`src/rtl/tff_count_ctrl.sv`:
```
// Sequencer for an external mod-8 counter: loads a preset, counts matches
// against a target, checks the count sequence and tracks 7->0 wraps.
module tff_count_ctrl (
  input  logic       clk,
  input  logic       rst_n,
  input  logic       start,
  input  logic       abort,
  input  logic [2:0] preset,
  input  logic [2:0] target,
  input  logic [3:0] hits,
  input  logic [2:0] q,
  output logic       load,
  output logic [2:0] p,
  output logic       busy,
  output logic       done,
  output logic       err,
  output logic [3:0] wrap_cnt
);

  localparam int unsigned CW = 3;
  localparam int unsigned HW = 4;

  typedef enum logic [1:0] {IDLE, LOAD, RUN, DONE} state_t;

  state_t        state, state_d;
  logic [CW-1:0] target_r, target_d;
  logic [CW-1:0] prev_q, prev_q_d;
  logic [CW-1:0] p_d;
  logic [HW-1:0] hits_r, hits_d;
  logic [HW-1:0] match_cnt, match_d;
  logic [HW-1:0] wrap_d;
  logic          first_run, first_d;
  logic          load_d, busy_d, done_d, err_d;
  logic          seq_bad, is_match, is_wrap;

  // State and registered outputs
  always_ff @(posedge clk or negedge rst_n) begin
    if (!rst_n) begin
      state     <= IDLE;
      target_r  <= '0;
      hits_r    <= '0;
      prev_q    <= '0;
      match_cnt <= '0;
      first_run <= 1'b0;
      load      <= 1'b0;
      p         <= '0;
      busy      <= 1'b0;
      done      <= 1'b0;
      err       <= 1'b0;
      wrap_cnt  <= '0;
    end else begin
      state     <= state_d;
      target_r  <= target_d;
      hits_r    <= hits_d;
      prev_q    <= prev_q_d;
      match_cnt <= match_d;
      first_run <= first_d;
      load      <= load_d;
      p         <= p_d;
      busy      <= busy_d;
      done      <= done_d;
      err       <= err_d;
      wrap_cnt  <= wrap_d;
    end
  end

  // Next state; outputs are decoded for the state being entered
  always_comb begin
    state_d  = state;
    target_d = target_r;
    hits_d   = hits_r;
    prev_q_d = prev_q;
    match_d  = match_cnt;
    first_d  = first_run;
    p_d      = p;
    wrap_d   = wrap_cnt;
    err_d    = err;
    load_d   = 1'b0;
    busy_d   = 1'b0;
    done_d   = 1'b0;

    // The first RUN cycle has no predecessor, so sequence and wrap checks skip it
    seq_bad  = !first_run && (q != CW'(prev_q + CW'(1)));
    is_match = (q == target_r);
    is_wrap  = !first_run && (prev_q == CW'(7)) && (q == '0);

    unique case (state)
      IDLE: begin
        if (start) begin
          target_d = target;
          hits_d   = hits;
          p_d      = preset;
          err_d    = 1'b0;
          wrap_d   = '0;
          match_d  = '0;
          state_d  = LOAD;
          load_d   = 1'b1;
          busy_d   = 1'b1;
        end
      end
      LOAD: begin
        if (abort) begin
          state_d = IDLE;
        end else begin
          state_d = RUN;
          busy_d  = 1'b1;
          first_d = 1'b1;
        end
      end
      RUN: begin
        if (abort) begin
          state_d = IDLE;
        end else begin
          busy_d   = 1'b1;
          first_d  = 1'b0;
          prev_q_d = q;
          if (is_wrap && (wrap_cnt != HW'(15))) wrap_d = HW'(wrap_cnt + HW'(1));
          if (seq_bad) begin
            err_d   = 1'b1;
            state_d = DONE;
            busy_d  = 1'b0;
            done_d  = 1'b1;
          end else if (is_match) begin
            match_d = HW'(match_cnt + HW'(1));
            // This match is number hits+1 when the count so far equals hits
            if (match_cnt == hits_r) begin
              state_d = DONE;
              busy_d  = 1'b0;
              done_d  = 1'b1;
            end
          end
        end
      end
      DONE: begin
        state_d = IDLE;
      end
      default: begin
        state_d = IDLE;
      end
    endcase
  end

endmodule

```
`config.mk`:
```
export PLATFORM = sky130hd
export DESIGN_NAME = tff_count_ctrl
export DESIGN_NICKNAME = d
export VERILOG_FILES = /design/src/rtl/tff_count_ctrl.sv
export SDC_FILE = /design/constraint.sdc
export NUM_CORES = 1
export LEC_CHECK = 0
export ABC_AREA = 0
export ABC_CLOCK_PERIOD_IN_PS = 1800
export CORE_AREA = 3 3 60 62
export CTS_CLUSTER_SIZE = 24
export DETAILED_ROUTE_END_ITERATION = 16
export DIE_AREA = 0 0 63 65
export GPL_TIMING_DRIVEN = 0
export PLACE_DENSITY_LB_ADDON = 0.1
export SLEW_MARGIN = 25
export SYNTH_ARGS = -nofsm -noshare
export SYNTH_HDL_FRONTEND = slang
export SYNTH_SLANG_ARGS = --single-unit
export TNS_END_PERCENT = 10
```
`constraint.sdc`:
```
create_clock -name clk -period 1.8 [get_ports clk]
set_input_delay 0.18 -clock clk [delete_from_list [all_inputs] [get_ports clk]]
set_output_delay 0.18 -clock clk [all_outputs]
set_load 0.02 [all_outputs]
```
# [Word level (Yosys, flattened, before mapping)]
# Index checks and enable logic that the tools add are counted.
# W data, S select, Z words.
[word_totals] regBits=28 latch_bits=0 mem_bits_rw=0 romBits=0 inputBits=17 output_inout_bits=11 wordCells=84 memories=0
[classes] n_addsub=3 mul=0 div_mod_pow=0 n_lt_le_gt_ge=0 eq_ne=17 shifts=0 mux=35 bitwise_logic=1 n_reduce_logical=16
[ops] operator="$mux W4" count=6
[ops] operator="$mux W1" count=17
[ops] operator="$pmux W4 S2" count=2
[ops] operator="$ne A2 B2 Y1 const B" count=7
[ops] operator="$mux W2" count=6
[ops] operator="$ne A4 B4 Y1 const B" count=3
[ops] operator="$add A4 B1 Y4 const B" count=2
[ops] operator="$pmux W2 S4" count=1
[ops] operator="$reduce_and A4 Y1" count=2
[ops] operator="$reduce_and A3 Y1" count=2
[ops] operator="$reduce_and A5 Y1" count=1
[ops] operator="$eq A2 B2 Y1 const B" count=2
[ops] operator="$eq A4 B4 Y1" count=1
[ops] operator="$logic_and A1 B1 Y1" count=4
[ops] operator="$pmux W1 S2" count=2
[ops] operator="$reduce_and A2 Y1" count=2
[ops] operator="$reduce_bool A2 Y1" count=2
[ops] operator="$add A3 B1 Y3 const B" count=1
[ops] operator="$eq A3 B3 Y1" count=1
[ops] operator="$eq A3 B3 Y1 const B" count=1
[ops] operator="$logic_not A3 Y1" count=1
[ops] operator="$ne A3 B3 Y1" count=1
[ops] operator="$pmux W1 S3" count=1
[ops] operator="$eq A2 B1 Y1 const B" count=1
[ops] operator="other kinds (3)" count=3

# [Logic depth before layout (Yosys ltp)]
[depth] depth_word=7 mapped_depth=6

# [Worst setup path before layout]
# Ideal clock, no wire load.
[synth_timing] kind="reg-to-reg" start="register prev_q[0]" end="register match_cnt[1]" setup_time_ps=120 arrival_ps=1607 required_ps=1680 slack_ps=73 path_stages_with_launch=7 synth_period_minus_slack_ps=1727 cell_sequence="dfrtp_1 ha_1 ha_1 xnor2_1 a31o_2 a31oi_1 a41o_1"
[synth_via] elab_chain_cells=5
[synth_lines] item="from (decl)" line="27" text="logic [CW-1:0] prev_q, prev_q_d;"
[synth_lines] item="from (signal assigned)" line="55" text="prev_q <= prev_q_d;"
[synth_lines] item="$add A3 B1 Y3" line="83" text="seq_bad = !first_run && (q != CW'(prev_q + CW'(1)));"
[synth_lines] item="$ne A3 B3 Y1" line="83"
[synth_lines] item="$logic_and A1 B1 Y1" line="83"
[synth_lines] item="$ne A2 B2 Y1 (no source line)"
[synth_lines] item="$reduce_and A5 Y1 (no source line)"
[synth_lines] item="to (signal assigned)" line="56" text="match_cnt <= match_d;"
[synth_lines] item="to (decl)" line="30" text="logic [HW-1:0] match_cnt, match_d;"
# Every way passes these cells.
# A chain may end at the register's enable or synchronous reset.

# [Worst setup path in the final report]
[layout_timing] start="register prev_q[0]" end="register match_cnt[3]"
# The elaborated chain is that of the path after synthesis.

==> results_dict.tcl <==
set metrics [dict create \
    synth_fp_nets 168 \
    use_met3_pct 2.773 \
    peakVddDrop_mv 0.4989 \
    slew_violations 0 \
    finalSetupViolations 0 \
    htree_levels 1 \
    syn_area_um2 1403 \
    clkLatencyLatePin_ns 0.34 \
    pre_cts_ws_ns -0.1970 \
    antenna_found_initial 0 \
    slowest_delay_ns 0.44 \
    layout_setup_ws_ns 0.09081 \
    dr.pass1.iters 4 \
    fp.dieH_um 65 \
    path_class "register to register" \
    ys_ff_latch 28 \
    synth_area_leader_cell "dfrtp_1" \
    gp_congestion 0.7972 \
    grt-ovfl-total 0 \
    ys_seq_area_share_pct 49.96 \
    netlist_top_cells_area "dfrtp_1, nand2_1, xor2_1, ha_1, nand2b_1" \
    slew_headroom_pct 59.43 \
    grt_pass1_vias 1084 \
    cp.arrival_ns 1.98 \
    drv_cap 0 \
    clkSinkCount 28 \
    grt_start_max_net_pins 29 \
    cts_tree "yes" \
    fin_area_um2 1823 \
    yosys_warnings 0 \
    layout_commonest_cell "nand2_1" \
    tightest_slew_ns 0.6085 \
    dieArea_um2 4095 \
    post_cts_buffers 0 \
    drive_gt1_share_pct 10.06 \
    timing.fmax_mhz 585.1 \
    synthCells 147 \
    dp_hpwl_mm 2.115 \
    crit_slowest_cell "dfrtp_1" \
    timing.final.hold_violations 0 \
    gr-usage-met2_pct 25.43 \
    grt_setup_unrepaired "false" \
    ys_types 32 \
    start_kind "register" \
    fin_setup_tns_ns 0 \
    vias_per_cell 5.143 \
    area_delta_synth_final_pct 29.97 \
    ant_nets 0 \
    min_path_type "input pin to register" \
    synth_top_area_share_pct 49.96 \
    skew_ns 0.008976 \
    final_cell_mix "nand2_1, dfrtp_1, clkdlybuf4s50_1" \
    io_buffers 27 \
    cp.required_ns 2.07 \
    syn_avg_cell_area_um2 9.541 \
    cp-end-kind "register" \
    num_rows 20 \
    placed_area_um2 1723 \
    drt-initial-drc-count 52 \
    clock_path_buffers 2 \
    pin_count 28 \
    nNetsFinal 201 \
    finalCritPeriodShare_pct 94.96 \
    root_buffer "clkbuf_4" \
    cp_cell_sequence "ha_2 > ha_4 > xnor2_2 > a31o_4 > a311o_1 > o211ai_1" \
    cp_num_buf_inv 0 \
    whs_ns 0.3416 \
    outcome "finished, final reports clean" \
    num_vias 1147 \
    numCtsBuffers 3 \
    fill_cells 284 \
    crit_family "compound AO/OA/AOI/OAI gates" \
    wl_per_cell_um 13.16 \
    core_um2 3078 \
    dieWidth_um 63 \
    period_minus_slack_ns 1.709 \
    diodes 0 \
    grt-busiest-layer "met2" \
    p_leak_nw 0.8450 \
    met1_usage_pct 19.34 \
    grt_use_total_pct 15.02 \
    p_per_area_nw_per_um2 1145 \
    grt_pass1_wl_mm 4.871 \
    utilization_pct 59.23 \
    cp_max_fo 7 \
    cts.reportedPaths.clkPinSlew_ns 0.15 \
    start_util_pct 45.57 \
    drcViolationCount 0 \
    routed_wl_mm 2.934 \
]
==> through the flow <==
| stage | instances | total power, W |
|---|---|---|
| after global placement | 218 | 0.001581 |
| after detailed placement | 218 | 0.001598 |
| after floorplan | 147 | 0.001344 |
| after global routing | 223 | 0.002223 |
| after CTS | 223 | 0.002068 |
| final | 223 | 0.002087 |
==> path summary, 6_finish.rpt <==
path,start,end,slack [ns],cells after the start
max reg2reg,prev_q[0],match_cnt[3],0.09,6
min in group asynchronous,rst_n,wrap_cnt[1],0.36,2
max,prev_q[0],match_cnt[3],0.09,6
min reg2reg,p[0],p[0],0.50,2
min,preset[0],p[0],0.34,3
max in group asynchronous,rst_n,prev_q[1],1.03,2
==> worst reg2reg max path, cell delays in order, from the launching register on <==
cell	delay (ns)
dfrtp_1	0.44
ha_2	0.21
ha_4	0.22
xnor2_2	0.15
a31o_4	0.29
a311o_1	0.26
o211ai_1	0.08
==> cells in the mapped netlist <==
| cell | number |
|---|---|
| nand2_1 | 44 |
| dfrtp_1 | 28 |
| xor2_1 | 8 |
| nor2_1 | 6 |
| a21oi_1 | 5 |
| nand2b_1 | 5 |
| o21ai_0 | 5 |
| ha_1 | 4 |
| inv_1 | 4 |
| a21o_1 | 3 |
| a31oi_1 | 3 |
| clkbuf_1 | 3 |
| o31ai_1 | 3 |
| a41o_1 | 2 |
| nand3_1 | 2 |
| nand4_1 | 2 |
| nor4_1 | 2 |
| o211ai_1 | 2 |
| or3b_2 | 2 |
| xnor2_1 | 2 |
| a21oi_2 | 1 |
| a311o_1 | 1 |
| a311oi_1 | 1 |
| a31o_2 | 1 |
| a31oi_2 | 1 |
| and3_1 | 1 |
| buf_2 | 1 |
| nand3b_1 | 1 |
| nor3_2 | 1 |
| nor4_4 | 1 |
| or4_1 | 1 |
| or4_4 | 1 |
==> layer usage <==
metal / wire [um] / vias up
met3: 157 / 5
met4: 40 / 0
met1: 1296 / 543
met2: 1439 / 29
met5: 0 / -
li1: - / 570
==> final cells by class <==
| cell class | instances | area, um2 | share of cell area (%) |
|---|---|---|---|
| inverter | 4 | 15.01 | 0.8236 |
| sequential | 28 | 700.7 | 38.44 |
| buffer | 4 | 18.77 | 1.030 |
| multi-input combinational | 111 | 705.7 | 38.71 |
| timing repair buffer | 28 | 275.3 | 15.10 |
| clock inverter | 1 | 30.03 | 1.647 |
| clock buffer | 3 | 22.52 | 1.235 |
| tap | 44 | 55.05 | 3.020 |
==> sequential cells by signal (all words and copies together) (netlist names) <==
signal / cells
hits_r: 4
match_cnt: 4
wrap_cnt: 4
p: 3
prev_q: 3
target_r: 3
state: 2
busy: 1
done: 1
err: 1
first_run: 1
load: 1
==> cells by family (layout without fill, tap and decap cells) <==
family	count (synthesis)	in the layout	synth area share (%)
xor gates and xnor gates	10	10	6.245
DFF	28	28	49.96
AOI/OAI and AO/OA	28	28	14.09
and+or+nand+nor	69	69	23.91
buffers and inverters	8	40	2.229
adders and majority gates	4	4	3.568
==> power by group <==
part,total (W),switching (W),internal [W]
sequential,0.000905,0.000131,0.000774
clock,0.000416,0.000190,0.000226
combinational,0.000766,0.000421,0.000345
==> timing repair <==
item	CTS	global route
resized for setup	3	3
setup endpoints to repair	5	15
hold endpoints to repair	28	0
hold buffers	1	0
cloned	0	0
pin swaps	1	2
Note: power is estimated with default switching activity, not from simulation.
